### src/rtl/signed_divider_pkg.sv
// Shared names for the sequential arithmetic controllers (divider and booth multiplier).
package signed_divider_pkg;

  typedef enum logic [1:0] {
    S_IDLE = 2'd0,
    S_CALC = 2'd1,
    S_FIX  = 2'd2,
    S_DONE = 2'd3
  } state_e;

endpackage

### src/rtl/signed_divider_cond_negate.sv
// Conditional two's-complement negation: y = neg ? -a : a.
module cond_negate #(
  parameter int w = 8
) (
  input  logic         neg,
  input  logic [w-1:0] a,
  output logic [w-1:0] y
);

  assign y = neg ? (~a + w'(1)) : a;

endmodule

### src/rtl/signed_divider.sv
// Sequential signed restoring divider: 2n-bit dividend / n-bit divisor, one quotient bit per clock.
//
// Handshake: Start is sampled only in S_IDLE; Done is high for the whole of S_DONE, and the block
// stays in S_DONE while Start remains high, so one held Start yields exactly one operation.
module signed_divider
  import signed_divider_pkg::*;
#(
  parameter int n = 8
) (
  input  logic           Clock,
  input  logic           Resetn,
  input  logic           Start,
  input  logic [2*n-1:0] Dividend,
  input  logic [n-1:0]   Divisor,
  output logic           Done,
  output logic [n-1:0]   Quotient,
  output logic [n-1:0]   Remainder,
  output logic           Overflow,
  output logic           DivZero,
  output state_e         dbg_state
);

  localparam int CW = $clog2(n + 1);
  localparam logic [n-1:0] POS_LIM = {1'b0, {(n-1){1'b1}}};
  localparam logic [n-1:0] NEG_LIM = {1'b1, {(n-1){1'b0}}};

  state_e         state_q, state_d;
  logic [n-1:0]   rem_q, rem_d;
  logic [n-1:0]   quo_q, quo_d;
  logic [n-1:0]   dv_mag_q, dv_mag_d;
  logic [CW-1:0]  count_q, count_d;
  logic           qneg_q, qneg_d;
  logic           dneg_q, dneg_d;
  logic           err_q, err_d;
  logic           dz_q, dz_d;
  logic           done_q, done_d;
  logic [n-1:0]   quot_out_q, quot_out_d;
  logic [n-1:0]   rem_out_q, rem_out_d;
  logic           ovf_q, ovf_d;
  logic           divz_q, divz_d;

  logic [2*n-1:0] dd_mag;
  logic [n-1:0]   dv_mag;
  logic [n-1:0]   quo_signed;
  logic [n-1:0]   rem_signed;
  logic [n:0]     shifted;
  logic [n:0]     trial;
  logic           dv_zero;
  logic           pre_err;
  logic           range_ovf;

  cond_negate #(.w(2*n)) u_dd_abs (.neg(Dividend[2*n-1]), .a(Dividend), .y(dd_mag));
  cond_negate #(.w(n))   u_dv_abs (.neg(Divisor[n-1]),    .a(Divisor),  .y(dv_mag));
  cond_negate #(.w(n))   u_q_fix  (.neg(qneg_q),          .a(quo_q),    .y(quo_signed));
  cond_negate #(.w(n))   u_r_fix  (.neg(dneg_q),          .a(rem_q),    .y(rem_signed));

  always_comb begin
    state_d    = state_q;
    rem_d      = rem_q;
    quo_d      = quo_q;
    dv_mag_d   = dv_mag_q;
    count_d    = count_q;
    qneg_d     = qneg_q;
    dneg_d     = dneg_q;
    err_d      = err_q;
    dz_d       = dz_q;
    done_d     = done_q;
    quot_out_d = quot_out_q;
    rem_out_d  = rem_out_q;
    ovf_d      = ovf_q;
    divz_d     = divz_q;

    // The partial remainder always stays below |Divisor|, so the trial result fits in n bits.
    shifted   = {rem_q, quo_q[n-1]};
    trial     = shifted - {1'b0, dv_mag_q};
    dv_zero   = (Divisor == '0);
    // An upper half >= |Divisor| means the magnitude quotient needs more than n bits.
    pre_err   = dv_zero || (dd_mag[2*n-1:n] >= dv_mag);
    range_ovf = qneg_q ? (quo_q > NEG_LIM) : (quo_q > POS_LIM);

    case (state_q)
      S_IDLE: begin
        if (Start) begin
          rem_d    = dd_mag[2*n-1:n];
          quo_d    = dd_mag[n-1:0];
          dv_mag_d = dv_mag;
          qneg_d   = Dividend[2*n-1] ^ Divisor[n-1];
          dneg_d   = Dividend[2*n-1];
          count_d  = '0;
          dz_d     = dv_zero;
          err_d    = pre_err;
          state_d  = pre_err ? S_FIX : S_CALC;
        end
      end
      S_CALC: begin
        if (!trial[n]) begin
          rem_d = trial[n-1:0];
          quo_d = {quo_q[n-2:0], 1'b1};
        end else begin
          rem_d = shifted[n-1:0];
          quo_d = {quo_q[n-2:0], 1'b0};
        end
        count_d = count_q + CW'(1);
        if (count_q == CW'(n - 1)) state_d = S_FIX;
      end
      S_FIX: begin
        if (err_q || range_ovf) begin
          quot_out_d = '0;
          rem_out_d  = '0;
          ovf_d      = 1'b1;
          divz_d     = dz_q;
        end else begin
          quot_out_d = quo_signed;
          rem_out_d  = rem_signed;
          ovf_d      = 1'b0;
          divz_d     = 1'b0;
        end
        done_d  = 1'b1;
        state_d = S_DONE;
      end
      S_DONE: begin
        if (!Start) begin
          done_d  = 1'b0;
          state_d = S_IDLE;
        end
      end
      default: state_d = S_IDLE;
    endcase
  end

  always_ff @(posedge Clock or negedge Resetn) begin
    if (!Resetn) begin
      state_q    <= S_IDLE;
      rem_q      <= '0;
      quo_q      <= '0;
      dv_mag_q   <= '0;
      count_q    <= '0;
      qneg_q     <= 1'b0;
      dneg_q     <= 1'b0;
      err_q      <= 1'b0;
      dz_q       <= 1'b0;
      done_q     <= 1'b0;
      quot_out_q <= '0;
      rem_out_q  <= '0;
      ovf_q      <= 1'b0;
      divz_q     <= 1'b0;
    end else begin
      state_q    <= state_d;
      rem_q      <= rem_d;
      quo_q      <= quo_d;
      dv_mag_q   <= dv_mag_d;
      count_q    <= count_d;
      qneg_q     <= qneg_d;
      dneg_q     <= dneg_d;
      err_q      <= err_d;
      dz_q       <= dz_d;
      done_q     <= done_d;
      quot_out_q <= quot_out_d;
      rem_out_q  <= rem_out_d;
      ovf_q      <= ovf_d;
      divz_q     <= divz_d;
    end
  end

  assign Done      = done_q;
  assign Quotient  = quot_out_q;
  assign Remainder = rem_out_q;
  assign Overflow  = ovf_q;
  assign DivZero   = divz_q;
  assign dbg_state = state_q;

endmodule

### config.mk
export PLATFORM = sky130hd
export DESIGN_NAME = signed_divider
export DESIGN_NICKNAME = d
export VERILOG_FILES = /design/src/rtl/signed_divider_pkg.sv /design/src/rtl/signed_divider_cond_negate.sv /design/src/rtl/signed_divider.sv
export SDC_FILE = /design/constraint.sdc
export NUM_CORES = 1
export LEC_CHECK = 0
export BUFFER_PORTS_ARGS = -buffer_cell sky130_fd_sc_hd__buf_2
export CAP_MARGIN = 10
export CORE_MARGIN = 1.5
export CORE_UTILIZATION = 62
export CTS_CLUSTER_SIZE = 40
export DETAILED_ROUTE_END_ITERATION = 10
export HOLD_SLACK_MARGIN = 0.1
export PLACE_DENSITY = 0.95
export SKIP_CTS_REPAIR_TIMING = 1
export SYNTH_ARGS = -nofsm -noshare
export SYNTH_HDL_FRONTEND = slang
export SYNTH_SLANG_ARGS = --single-unit
export TNS_END_PERCENT = 50
### constraint.sdc
create_clock -name Clock -period 4.3 [get_ports Clock]
set_input_delay 0.86 -clock Clock [delete_from_list [all_inputs] [get_ports Clock]]
set_output_delay 0.86 -clock Clock [all_outputs]
set_load 0.05 [all_outputs]
* Word level (Yosys, flattened, before mapping)
Index checks and enable logic that the tools add are counted.
** Word-level totals
- Word-level logic and storage cells :: 69
- Register bits after elaboration :: 53
** Operators by class
- Order comparisons :: 3
- Reduce and logical (&&, ||, !) cells :: 10
- Bitwise logic cells :: 5
- Equality and inequality tests :: 7
- Mux-type cells :: 24
- Add/sub/neg operators :: 6
** Operator list (number)
- 2-to-1 mux 8 bit :: 8
- case mux 8 bit (2 select lines) :: 2
- adder 8 x 1 -> 8 bit, second input constant :: 3
- inverter 8 bit :: 3
- adder 16 x 1 -> 16 bit, second input constant :: 1
- 2-to-1 mux 16 bit :: 1
- inverter 16 bit :: 1
- subtractor 9 x 8 -> 9 bit :: 1
- greater-or-equal comparator 8 bit :: 1
- greater-than comparator 8 x 7 -> 1 bit, second input constant :: 1
- greater-than comparator 8 bit, second input constant :: 1
- zero test 8 bit :: 1
- 2-to-1 mux 2 bit :: 4
- case mux 2 bit (4 select lines) :: 1
- case mux 4 bit (2 select lines) :: 1
- != test 2 bit, second input constant :: 3
- AND reduction 2 bit :: 3
- 2-to-1 mux 1 bit :: 5
- adder 4 x 1 -> 4 bit, second input constant :: 1
- equality test 2 bit, second input constant :: 2
- equality test 4 x 3 -> 1 bit, second input constant :: 1
- 2-to-1 mux 4 bit :: 1
- nonzero test 2 bit :: 2
- AND reduction 3 bit :: 1
- other kinds (5) :: 6

* Longest topological paths before layout
- Word-level depth :: 8
- Mapped depth :: 12
- Gate-level depth less buffers :: 12

* Cells and area by module
From an unflattened synthesis, not the netlist that was laid out.
** Second synthesis, totals
- Cell total of the unflattened synthesis :: 434
- Area, all modules :: 3871.2 sq um
** Modules (own cells, without submodules)
- signed_divider :: times used 1, seq. area each 1326.3 sq um, cells each 324, area an instance 3024.2 sq um
- cond_negate at u_dv_abs ... :: times used 3, seq. area each 0.0 sq um, cells each 21, area an instance 171.4 sq um
- cond_negate at u_dd_abs :: times used 1, seq. area each 0.0 sq um, cells each 47, area an instance 332.8 sq um

* Worst setup path after synthesis
Ideal clock, no wire load.
- Kind :: input -> register
- Start :: input Dividend[1]
- End :: register state_q[0] (netlist: dbg_state[0])
- Arrival time :: 3.141 ns
- Setup time :: 0.078 ns
- Buffers on the path :: 0
- Cell stages on the path :: 12
- Setup slack :: 1.082 ns
- Required time :: 4.222 ns
- Cells stage by stage :: or2_2 > nand4b_1 > or4_1 > nand2_1 > xnor2_1 > ha_1 > a21o_1 > a21oi_1 > o21ai_0 > a211oi_1 > a21oi_1 > a21oi_1
** Between the ends
- Word-level cells in the longest chain between the ends :: 8
** Ends and longest elaborated chain
- from (decl) :: line signed_divider.sv:13 : input logic [2*n-1:0] Dividend,
- inverter 16 bit :: line signed_divider_cond_negate.sv:10 : assign y = neg ? (~a + w'(1)) : a;
- adder 16 x 1 -> 16 bit :: line signed_divider_cond_negate.sv:10
- 2-to-1 mux 16 bit :: line signed_divider_cond_negate.sv:10
- greater-or-equal comparator 8 bit :: line signed_divider.sv:78 : pre_err = dv_zero || (dd_mag[2*n-1:n] >= dv_mag);
- logical OR 1 bit :: line signed_divider.sv:78
- 2-to-1 mux 2 bit :: line signed_divider.sv:92 : state_d = pre_err ? S_FIX : S_CALC;
- 2-to-1 mux 2 bit :: line signed_divider.sv:83 : if (Start) begin
- case mux 2 bit (4 select lines) :: line signed_divider.sv:81 : case (state_q)
- to (signal assigned) :: line signed_divider.sv:148 : state_q <= state_d;
- to (decl) :: line signed_divider.sv:27 : state_e state_q, state_d;
No other way between the ends. The select of a mux whose other input is x is not followed.
A chain may end at the register's enable or synchronous reset.

* Final worst setup path
- Start :: input Dividend[6]
- End :: register state_q[0] (netlist: dbg_state[0])
Same word-level chain as after synthesis.

==> flow_summary.toml <==
[outcome]
outcome = "finished, final reports clean"

[routing]
vias = 3301
vias_per_cell = 6.28
first_iter_violations = 399
drtAntennaViolNets = 0
drc = 0
wl_per_cell_um = 16.8
drt_wl_total_mm = 8.86
first_pass_iters = 7

[synth]
ys.flop_type = "dfrtp_1"
synth_cells = 413
seq_area_frac_synth_pct = 36.7
synth_fa_ha_area_share_pct = 9.22
yosysUniqueCellTypes = 50
ys_ff_latch = 53
synth_edf_count = 0
syn_nets = 466
yosys-top-cells-area = "dfrtp_1 (37%), ha_1 (8.7%), xor2_1 (5.3%)"
synth_top_area_cell = "dfrtp_1"
yosysTopAreaCellShare_pct = 36.7
synth.avg_cell_area_sq_um = 8.74
syn_area_sq_um = 3610
yosysMostFrequentCell = "dfrtp_1"
synth-simple-area-share_pct = 14.8
synth_compound_area_share_pct = 20.1
yosys_warnings = 0
synth.area.mux_share_pct = 3.57
synth_top_family_by_area = "compound AO/OA/AOI/OAI gates"
async_reset_ff_share_pct = 100
yosys-top-cells-count = "dfrtp_1 (53), nand2_1 (47), inv_1 (40), o21ai_0 (31), nor2_1 (30)"
synth_xor_area_share_pct = 9.67

[timing]
finalClockSkew_ns = 0.00718
maxSlewHeadroom_pct = 49.9
min_period_over_period_pct = 82.2
final-setup-viol-count = 0
tightest_slew_ns = 0.750
maxClockFrequency_mhz = 283
drv_slew = 0
setup_tns_ns = 0
setup_slack_ns = 0.767
layout_min_cycle_time_ns = 3.53
rsz0062_at_grt = "no"
hold_violations = 0

[hold_path]
min_to = "dv_mag_q[7]$_DFFE_PN0P_"
min_from = "dv_mag_q[7]$_DFFE_PN0P_"
hp-class = "register to register"
hold_depth = 2

[placement]
placedCellCount = 518
place.gp.congestion = 0.958
hpwl_mm = 6.55
pre_cts_ws_ns = 0.604
numPortBuffers = 47

[die]
num_rows = 27
die_h_um = 79.3
io_pins = 48
die_area_sq_um = 6290
start_util_pct = 64.8
fp.dieW_um = 79.3
core_sq_um = 5570

[grt]
grt_pass1_wl_mm = 14.6
grt_usage_pct = 30.1
globalRoute.totalOverflow = 0
antenna_found_initial = 0
grt_start_max_net_pins = 54
grt_pass1_vias = 3076

[final_layout]
area_growth_pct = 11.0
seqCellArea_sq_um = 1330
fin_cells = 526
multi_input_area_sq_um = 2070
drive_gt1_share_pct = 14.5
final_nets = 506
antenna_cells = 0
nFillCells = 416

[power]
clockPowerShare_pct = 10.5
power.switching_mw = 1.71
netSwitchingFraction_pct = 51.0
p_int_mw = 1.64
p_total_mw = 3.35
pwr-share-comb_pct = 61.0
pwr-share-seq_pct = 28.5
vdd_drop_max_mv = 0.484
power_density_nw_per_um2 = 837
leakage_nw = 1.91

[setup_path]
path_class = "input pin to register"
arrival_ns = 3.77
r2r_slack_ns = 1.27
start_kind = "input pin"
r2r_cells = 8
cp_max_fo = 5
cp_common_cell = "a21oi_1"
r2r-end = "rem_q[7]$_DFFE_PN0P_"
slowest_stage = "or4_1"
rr_startpoint = "dbg_state[1]$_DFFE_PN0P_"
slowest_delay_ns = 0.51
required_ns = 4.54
worstPathCellList = "buf_2 > nor4_1 > nand4b_1 > or4_1 > nand2_1 > xnor2_1 > ha_1 > a21o_1 > a21oi_1 > o21ai_0 > a211oi_1 > a21oi_1 > a21oi_1"
end_kind = "register"

[clock_network]
cts.sinks = 53
cts_tree = "built"
cts_buffer_depth = 2
clk_pin_slew_ns = 0.09
worst_skew_pair.late_latency_ns = 0.31
root_buffer = "clkbuf_8"
htree_levels = 2
numCtsBuffers = 5

[job]
cap_violations = 0
## through the flow
stage               hold WS, ns  util, %  instance area [sq um]
floorplan                 0.443        -                   3610
global placement          0.463     69.7                   3890
detailed placement        0.471     69.7                   3890
CTS                       0.492     71.9                   4010
global route              0.508     71.9                   4010
finish                    0.488     71.9                   4010
## layout by cell type (no fill, tap or decap), drive strengths merged, types with 17 or more instances in the layout
master | synthesis | routed
o22ai | 20 | 20
ha | 25 | 25
xor2 | 22 | 22
dfrtp | 53 | 53
xnor2 | 17 | 17
nor2 | 30 | 30
inv | 40 | 40
nand2 | 47 | 47
buf | 4 | 49
o21ai | 32 | 32
## cells by family (layout without fill, tap and decap cells)
kind of cell,count (synthesis),count (layout)
AOI/OAI and AO/OA,113,113
muxes,12,12
DFF,53,53
adders and majority gates,26,26
xor gates and xnor gates,39,39
buffers and inverters,56,97
and+or+nand+nor,114,114
## power by group through the flow
stage	sequential, mW	clock, mW	combinational [mW]
2_1_floorplan	1.19	0	1.27
3_3_place_gp	0.935	0	1.89
3_5_place_dp	0.956	0	1.98
4_1_cts	0.947	0.352	2.01
5_1_grt	0.982	0.377	2.22
6_report	0.957	0.352	2.04
## sequential cells by signal (all words and copies together), names as in the netlist
| name | flops |
|---|---|
| err_q | 1 |
| dneg_q | 1 |
| rem_q | 8 |
| dbg_state | 2 |
| Done | 1 |
| dz_q | 1 |
| dv_mag_q | 8 |
| count_q | 4 |
| qneg_q | 1 |
| Overflow | 1 |
| DivZero | 1 |
| quo_q | 8 |
| Quotient | 8 |
| Remainder | 8 |
## worst max path at each step
stage / startpoint / end / slack (ns) / cells past startpoint
6_report: Dividend[6] / dbg_state[0]$_DFFE_PN0P_ / 0.77 / 13
5_1_grt: Dividend[6] / dbg_state[0]$_DFFE_PN0P_ / 0.63 / 13
4_1_cts: Dividend[6] / dbg_state[0]$_DFFE_PN0P_ / 0.84 / 13
3_5_place_dp: Dividend[6] / dbg_state[0]$_DFFE_PN0P_ / 0.60 / 13
3_3_place_gp: Dividend[6] / dbg_state[0]$_DFFE_PN0P_ / 0.79 / 13
2_1_floorplan: Dividend[1] / dbg_state[0]$_DFFE_PN0P_ / 1.08 / 12
## per-layer routing
metal  part of all wire [%]  track usage (%)
met1                     42             38.8
met2                     47             49.1
met3                    8.0             6.78
met4                    3.1             11.9
met5                      0                0
## area by class of cell
type / count / share of cell area [%]
clock buffers: 6 / 2.06
clock inverters: 2 / 0.937
inverters: 40 / 3.75
multi-input cells: 304 / 51.7
flip-flops and latches: 53 / 33.1
well taps: 72 / 2.25
repair buffers: 49 / 6.24
## critical path, delay by kind of cell
kind | cells | cell delay [ns]
xor+xnor | 1 | 0.12
fa+ha+maj | 1 | 0.26
compound gates | 6 | 1.13
simple gates | 4 | 1.26
buf+inv | 1 | 0.13
Power figures use the tool's default switching activity.
